### config.mk
export PLATFORM = sky130hd
export DESIGN_NAME = regfile_wb_arbiter
export DESIGN_NICKNAME = d
export VERILOG_FILES = /design/src/rtl/regfile_wb_arbiter.sv
export SDC_FILE = /design/constraint.sdc
export NUM_CORES = 1
export LEC_CHECK = 0
export ABC_AREA = 1
export ABC_CLOCK_PERIOD_IN_PS = 1300
export CORE_ASPECT_RATIO = 1.4
export CORE_MARGIN = 2
export CORE_UTILIZATION = 44
export DETAILED_ROUTE_END_ITERATION = 6
export PLACE_DENSITY = 0.77
export SYNTH_ARGS = -nofsm -noshare
export SYNTH_HDL_FRONTEND = slang
export SYNTH_SLANG_ARGS = --single-unit
### constraint.sdc
create_clock -name clk -period 1.3 [get_ports clk]
set_input_delay 0.325 -clock clk [delete_from_list [all_inputs] [get_ports clk]]
set_output_delay 0.325 -clock clk [all_outputs]
set_load 0.05 [all_outputs]
### src/rtl/regfile_wb_arbiter.sv
`default_nettype none
// ============================================================================
// Module   : regfile_wb_arbiter
// Brief    : Round-robin arbiter for the register bank write port (ALU / LSU),
//            with a per-register pending-write scoreboard for hazard stalls.
// Revision : 1.0 - initial release
// ============================================================================
module regfile_wb_arbiter #(
  parameter int NUM_REGS = 16,
  parameter int ADDR_W   = 4,
  parameter int DATA_W   = 8
) (
  input  logic              clk,
  input  logic              arst_n,
  input  logic              alu_valid,
  input  logic [ADDR_W-1:0] alu_addr,
  input  logic [DATA_W-1:0] alu_data,
  output logic              alu_ready,
  input  logic              lsu_valid,
  input  logic [ADDR_W-1:0] lsu_addr,
  input  logic [DATA_W-1:0] lsu_data,
  output logic              lsu_ready,
  input  logic              sb_set_en,
  input  logic [ADDR_W-1:0] sb_set_addr,
  input  logic [ADDR_W-1:0] rd_addr_a,
  input  logic [ADDR_W-1:0] rd_addr_b,
  output logic              rd_busy_a,
  output logic              rd_busy_b,
  output logic              reg_write_en,
  output logic [ADDR_W-1:0] reg_write_addr,
  output logic [DATA_W-1:0] reg_write_data,
  output logic              idle,
  output logic              err_sticky
);

  logic                r_rr_ptr;
  logic                r_we;
  logic [ADDR_W-1:0]   r_waddr;
  logic [DATA_W-1:0]   r_wdata;
  logic [NUM_REGS-1:0] r_busy;
  logic                r_err;

  logic                w_alu_ready;
  logic                w_lsu_ready;
  logic                w_alu_xfer;
  logic                w_lsu_xfer;
  logic [NUM_REGS-1:0] w_busy_nxt;
  logic                w_err_set;
  logic                w_err_clr;

  // Only one side is ever ready while both are valid, so transfers are exclusive.
  assign w_alu_ready = !lsu_valid | (r_rr_ptr == 1'b0);
  assign w_lsu_ready = !alu_valid | (r_rr_ptr == 1'b1);
  assign w_alu_xfer  = alu_valid & w_alu_ready;
  assign w_lsu_xfer  = lsu_valid & w_lsu_ready;

  always_ff @(posedge clk or negedge arst_n) begin
    if (!arst_n) begin
      r_rr_ptr <= 1'b0;
      r_we     <= 1'b0;
      r_waddr  <= '0;
      r_wdata  <= '0;
    end else begin
      r_we <= w_alu_xfer | w_lsu_xfer;
      if (w_alu_xfer) begin
        r_rr_ptr <= 1'b1;
        r_waddr  <= alu_addr;
        r_wdata  <= alu_data;
      end else if (w_lsu_xfer) begin
        r_rr_ptr <= 1'b0;
        r_waddr  <= lsu_addr;
        r_wdata  <= lsu_data;
      end
    end
  end

  // Set is applied after clear so a same-cycle set on the committing register wins.
  always_comb begin
    w_busy_nxt = r_busy;
    if (r_we) begin
      w_busy_nxt[r_waddr] = 1'b0;
    end
    if (sb_set_en) begin
      w_busy_nxt[sb_set_addr] = 1'b1;
    end
  end

  assign w_err_set = sb_set_en & r_busy[sb_set_addr]
                   & !(r_we & (r_waddr == sb_set_addr));
  assign w_err_clr = r_we & !r_busy[r_waddr];

  always_ff @(posedge clk or negedge arst_n) begin
    if (!arst_n) begin
      r_busy <= '0;
      r_err  <= 1'b0;
    end else begin
      r_busy <= w_busy_nxt;
      if (w_err_set | w_err_clr) begin
        r_err <= 1'b1;
      end
    end
  end

  assign alu_ready      = w_alu_ready;
  assign lsu_ready      = w_lsu_ready;
  assign rd_busy_a      = r_busy[rd_addr_a];
  assign rd_busy_b      = r_busy[rd_addr_b];
  assign reg_write_en   = r_we;
  assign reg_write_addr = r_waddr;
  assign reg_write_data = r_wdata;
  assign idle           = (r_busy == '0) & !r_we;
  assign err_sticky     = r_err;

endmodule
`default_nettype wire
==> metrics.log <==
[metrics] CP endpoint kind: output port
[metrics] Simple-Gate Fraction of Synth Area: 0.3076
[metrics] leakage power total: 1.732 nW
[metrics] synthesized area: 2176 sq um
[metrics] layout cell share with drive strength beyond 1: 0.3447
[metrics] count of hold-fix buffers inserted at cts: 0
[metrics] global-route wire length before repair: 13460 um
[metrics] path type of the worst min-delay path: input port to async pin
[metrics] cells taking the most area after synthesis: dfrtp_1 (36%), nand2_1 (16%), o21ai_0 (14%)
[metrics] root buffer selected by CTS: clkbuf_8
[metrics] number of enable-type register cells in the synthesized netlist: 0
[metrics] part of the cycle the worst path needs: 1.415
[metrics] total length of routed wires: 8685 um
[metrics] number of standard cells in the final layout excluding fillers: 505
[metrics] P&R area growth vs syn: 76.02%
[metrics] pre-CTS setup slack: -0.6209 ns
[metrics] final weighted congestion in routability-driven placement: 0.9532
[metrics] share of the synthesized area in compound gates (AO/OA/AOI/OAI): 0.2197
[metrics] RSZ-0062 raised after global routing: true
[metrics] number of setup violations in the final report: 19
[metrics] XOR/XNOR Fraction of Synth Area: 0.008051
[metrics] pin count of the biggest net entering global routing: 32
[metrics] antenna violations before repair: 0
[metrics] Synth area leader: dfrtp_1
[metrics] Num CTS Buffers: 5
[metrics] DRT Pass-1 Iters: 7
[metrics] power per standard cell area: 1544 nW/um^2
[metrics] min cycle time layout: 1.839 ns
[metrics] violation count after the first detailed-route iteration: 171
[metrics] largest vdd supply drop: 0.8494 mV
[metrics] H-tree lvl count: 2
[metrics] post-synthesis area per instance: 6.695 sq um
[metrics] data arrival at the endpoint of the critical path: 1.51 ns
[metrics] number of global-route vias before repair: 3016
[metrics] clock transition at the registers of the reported paths: 0.06 ns
[metrics] number of endpoints with negative hold slack in the final report: 0
[metrics] Async S/R FF share, synth: 1.000
[metrics] clock latency reported for the late side of the worst-skew pair: 0.29 ns
[metrics] I/O pins: 60
[metrics] DR vias/cell: 5.729
[metrics] Worst R2R Path Depth: 6
[metrics] average wire per standard cell: 17.20 um
[metrics] ant diodes: 0
[metrics] die outline area: 5531 sq um
[metrics] utilization after layout: 0.7971
[metrics] Final nets: 481
[metrics] maximum fanout count along the critical path: 4
[metrics] Yosys reg bits: 31
[metrics] fraction of the yosys area taken by sequential cells: 0.3565
[metrics] synthesized net count: 366
[metrics] transition at the pin with the smallest max-transition slack: 0.3581 ns
[metrics] adder and majority cell fraction of the synthesized area: 0
[metrics] quantity of I/O buffers inserted on ports: 59
[metrics] maximum single-stage delay on the critical path: 0.43 ns
[metrics] routed via count: 2893
[metrics] starting density of the core: 0.4529
[metrics] top library cells by usage in the layout, fill and taps aside: nand2_1 (78), buf_4 (45), o21ai_0 (31), clkdlybuf4s50_1 (31), dfrtp_1 (26)
[metrics] main combinational cell family by area after synthesis: simple AND/OR/NAND/NOR gates
[metrics] violated checks: setup timing
[metrics] Slew HR: 0.7605
[metrics] total number of clock tree sinks: 31
[metrics] placeable core region: 4805 sq um
[metrics] DRC violations left: 0
[metrics] Setup WS post-layout: -0.5392 ns
[metrics] cell chain of the critical path: nor4_2 > nand4_1 > nor2_4 > buf_12
[metrics] number of cells produced by synthesis: 325
[metrics] most frequent standard cell in the layout excluding fill and tap cells: nand2_1
[metrics] Synth Flop Type: dfrtp_1
[metrics] count of placed standard cells including taps: 483
[metrics] Routed Antenna Nets: 0
[metrics] sum of net half-perimeters after detailed placement: 5756 um
[metrics] crit path max-delay cell type: dfrtp_1
[metrics] status: complete, but fails checks
[metrics] Die Y-Extent: 87.21 um
[metrics] Worst Path Class, Setup: register to output port
[metrics] clock tree from TritonCTS: built
[metrics] Pins Over Slew Limit: 0
[metrics] max-cap violation count: 0
[metrics] number of filler instances in the final layout: 355
[metrics] final-layout worst hold slack: 0.3934 ns
[metrics] required time of the worst setup path: 0.98 ns
[metrics] die span in x: 63.43 um
[metrics] area fraction of the dominant cell type after synthesis: 0.3565
[metrics] clock tree buffer depth: 2
[metrics] number of cell rows: 30
[metrics] multiplexer fraction of the synthesized cell area: 0
[metrics] worst setup skew after layout: 0.003757 ns
[metrics] global routing usage summed across all routing layers: 0.3139
[metrics] CP Launch Type: register
[metrics] number of distinct library cell variants in the gate-level netlist after synthesis: 30
[metrics] Synth Warn #: 0
[metrics] overall overflow remaining after global route: 0
[metrics] maximum frequency from static timing analysis: 543.7 MHz
==> routing by layer <==
metal,up-vias,global-route usage,wire [um]
met5,-,0,0
met4,0,0.2174,518
li1,1325,-,-
met2,187,0.5943,4801
met3,60,0.07115,644
met1,1321,0.2943,2720
==> final timing paths <==
kind                       slack [ns]                            end                   start
max                             -0.54                           idle     r_busy[2]$_DFF_PN0_
min                              0.39            r_busy[7]$_DFF_PN0_                  arst_n
max reg2reg                     -0.12  reg_write_data[0]$_DFFE_PN0P_    r_rr_ptr$_DFFE_PN0P_
min reg2reg                      0.54         err_sticky$_DFFE_PN0P_  err_sticky$_DFFE_PN0P_
max in group asynchronous        0.73  reg_write_addr[0]$_DFFE_PN0P_                  arst_n
min in group clk                 0.54         err_sticky$_DFFE_PN0P_  err_sticky$_DFFE_PN0P_
==> cells by family (layout without fill, tap and decap cells) <==
| logic type | Yosys count | in the layout |
|---|---|---|
| AO/OA/AOI/OAI | 87 | 87 |
| XOR/XNOR | 2 | 2 |
| buffers and inverters | 48 | 164 |
| flip-flops | 31 | 31 |
| AND/OR/NAND/NOR | 157 | 157 |
==> Yosys cell counts, types with 2 or more instances <==
library cell and number:
xnor2_1 2, dfrtp_1 31, inv_2 2, nand4_1 3, nor2_2 2, clkbuf_1 2, o22ai_1 2, o21ai_0 61
nor2_1 21, clkbuf_2 2, buf_6 3, nand3_1 28, a21oi_1 9, inv_1 30, nand2_2 4, buf_4 4
nor4_1 4, nand2_1 92, buf_2 4, o211ai_1 9
==> where the power goes <==
part | switching, mW | internal (mW) | total, mW
registers | 0.396 | 1.29 | 1.68
clock network | 0.370 | 0.483 | 0.853
logic | 1.77 | 1.61 | 3.38
total | 2.54 | 3.38 | 5.91
==> registers in the layout (all words and copies together), names as in the netlist <==
name,cells
r_busy,16
reg_write_data,8
reg_write_addr,4
err_sticky,1
r_rr_ptr,1
reg_write_en,1
==> stage by stage <==
| stage | power [mW] | TNS, ns | cell area (sq um) |
|---|---|---|---|
| 3_5_place_dp | 4.477 | -9.896 | 3393 |
| 6_report | 5.913 | -2.541 | 3830 |
| 2_1_floorplan | 2.953 | -0.3991 | 2262 |
| 5_1_grt | 6.233 | -3.559 | 3830 |
| 4_1_cts | 5.551 | -1.757 | 3674 |
| 3_3_place_gp | 4.436 | -9.102 | 3393 |
==> repair_timing <==
action                                  CTS  global route
buffers inserted                         12             2
endpoints found under the setup margin   16            31
gates cloned                              2             1
pin swaps                                17            15
gates resized for setup                  45            60
==> worst max-delay path, delay by kind of cell (launching register included) <==
family / cells / cell delay [ns]
and+or+nand+nor: 3 / 0.65
buffers and inverters: 1 / 0.14
DFF: 1 / 0.43
==> final cells by class <==
| type | count | area (sq um) | share of cell area |
|---|---|---|---|
| clock buffers | 8 | 100.1 | 0.02614 |
| flip-flops and latches | 31 | 782.0 | 0.2042 |
| inverters | 32 | 133.9 | 0.03496 |
| repair inverters | 1 | 7.507 | 0.001960 |
| well taps | 64 | 80.08 | 0.02091 |
| repair buffers | 123 | 1345 | 0.3512 |
| multi-input cells | 246 | 1381 | 0.3607 |
Note: power is estimated with default switching activity, not from simulation.
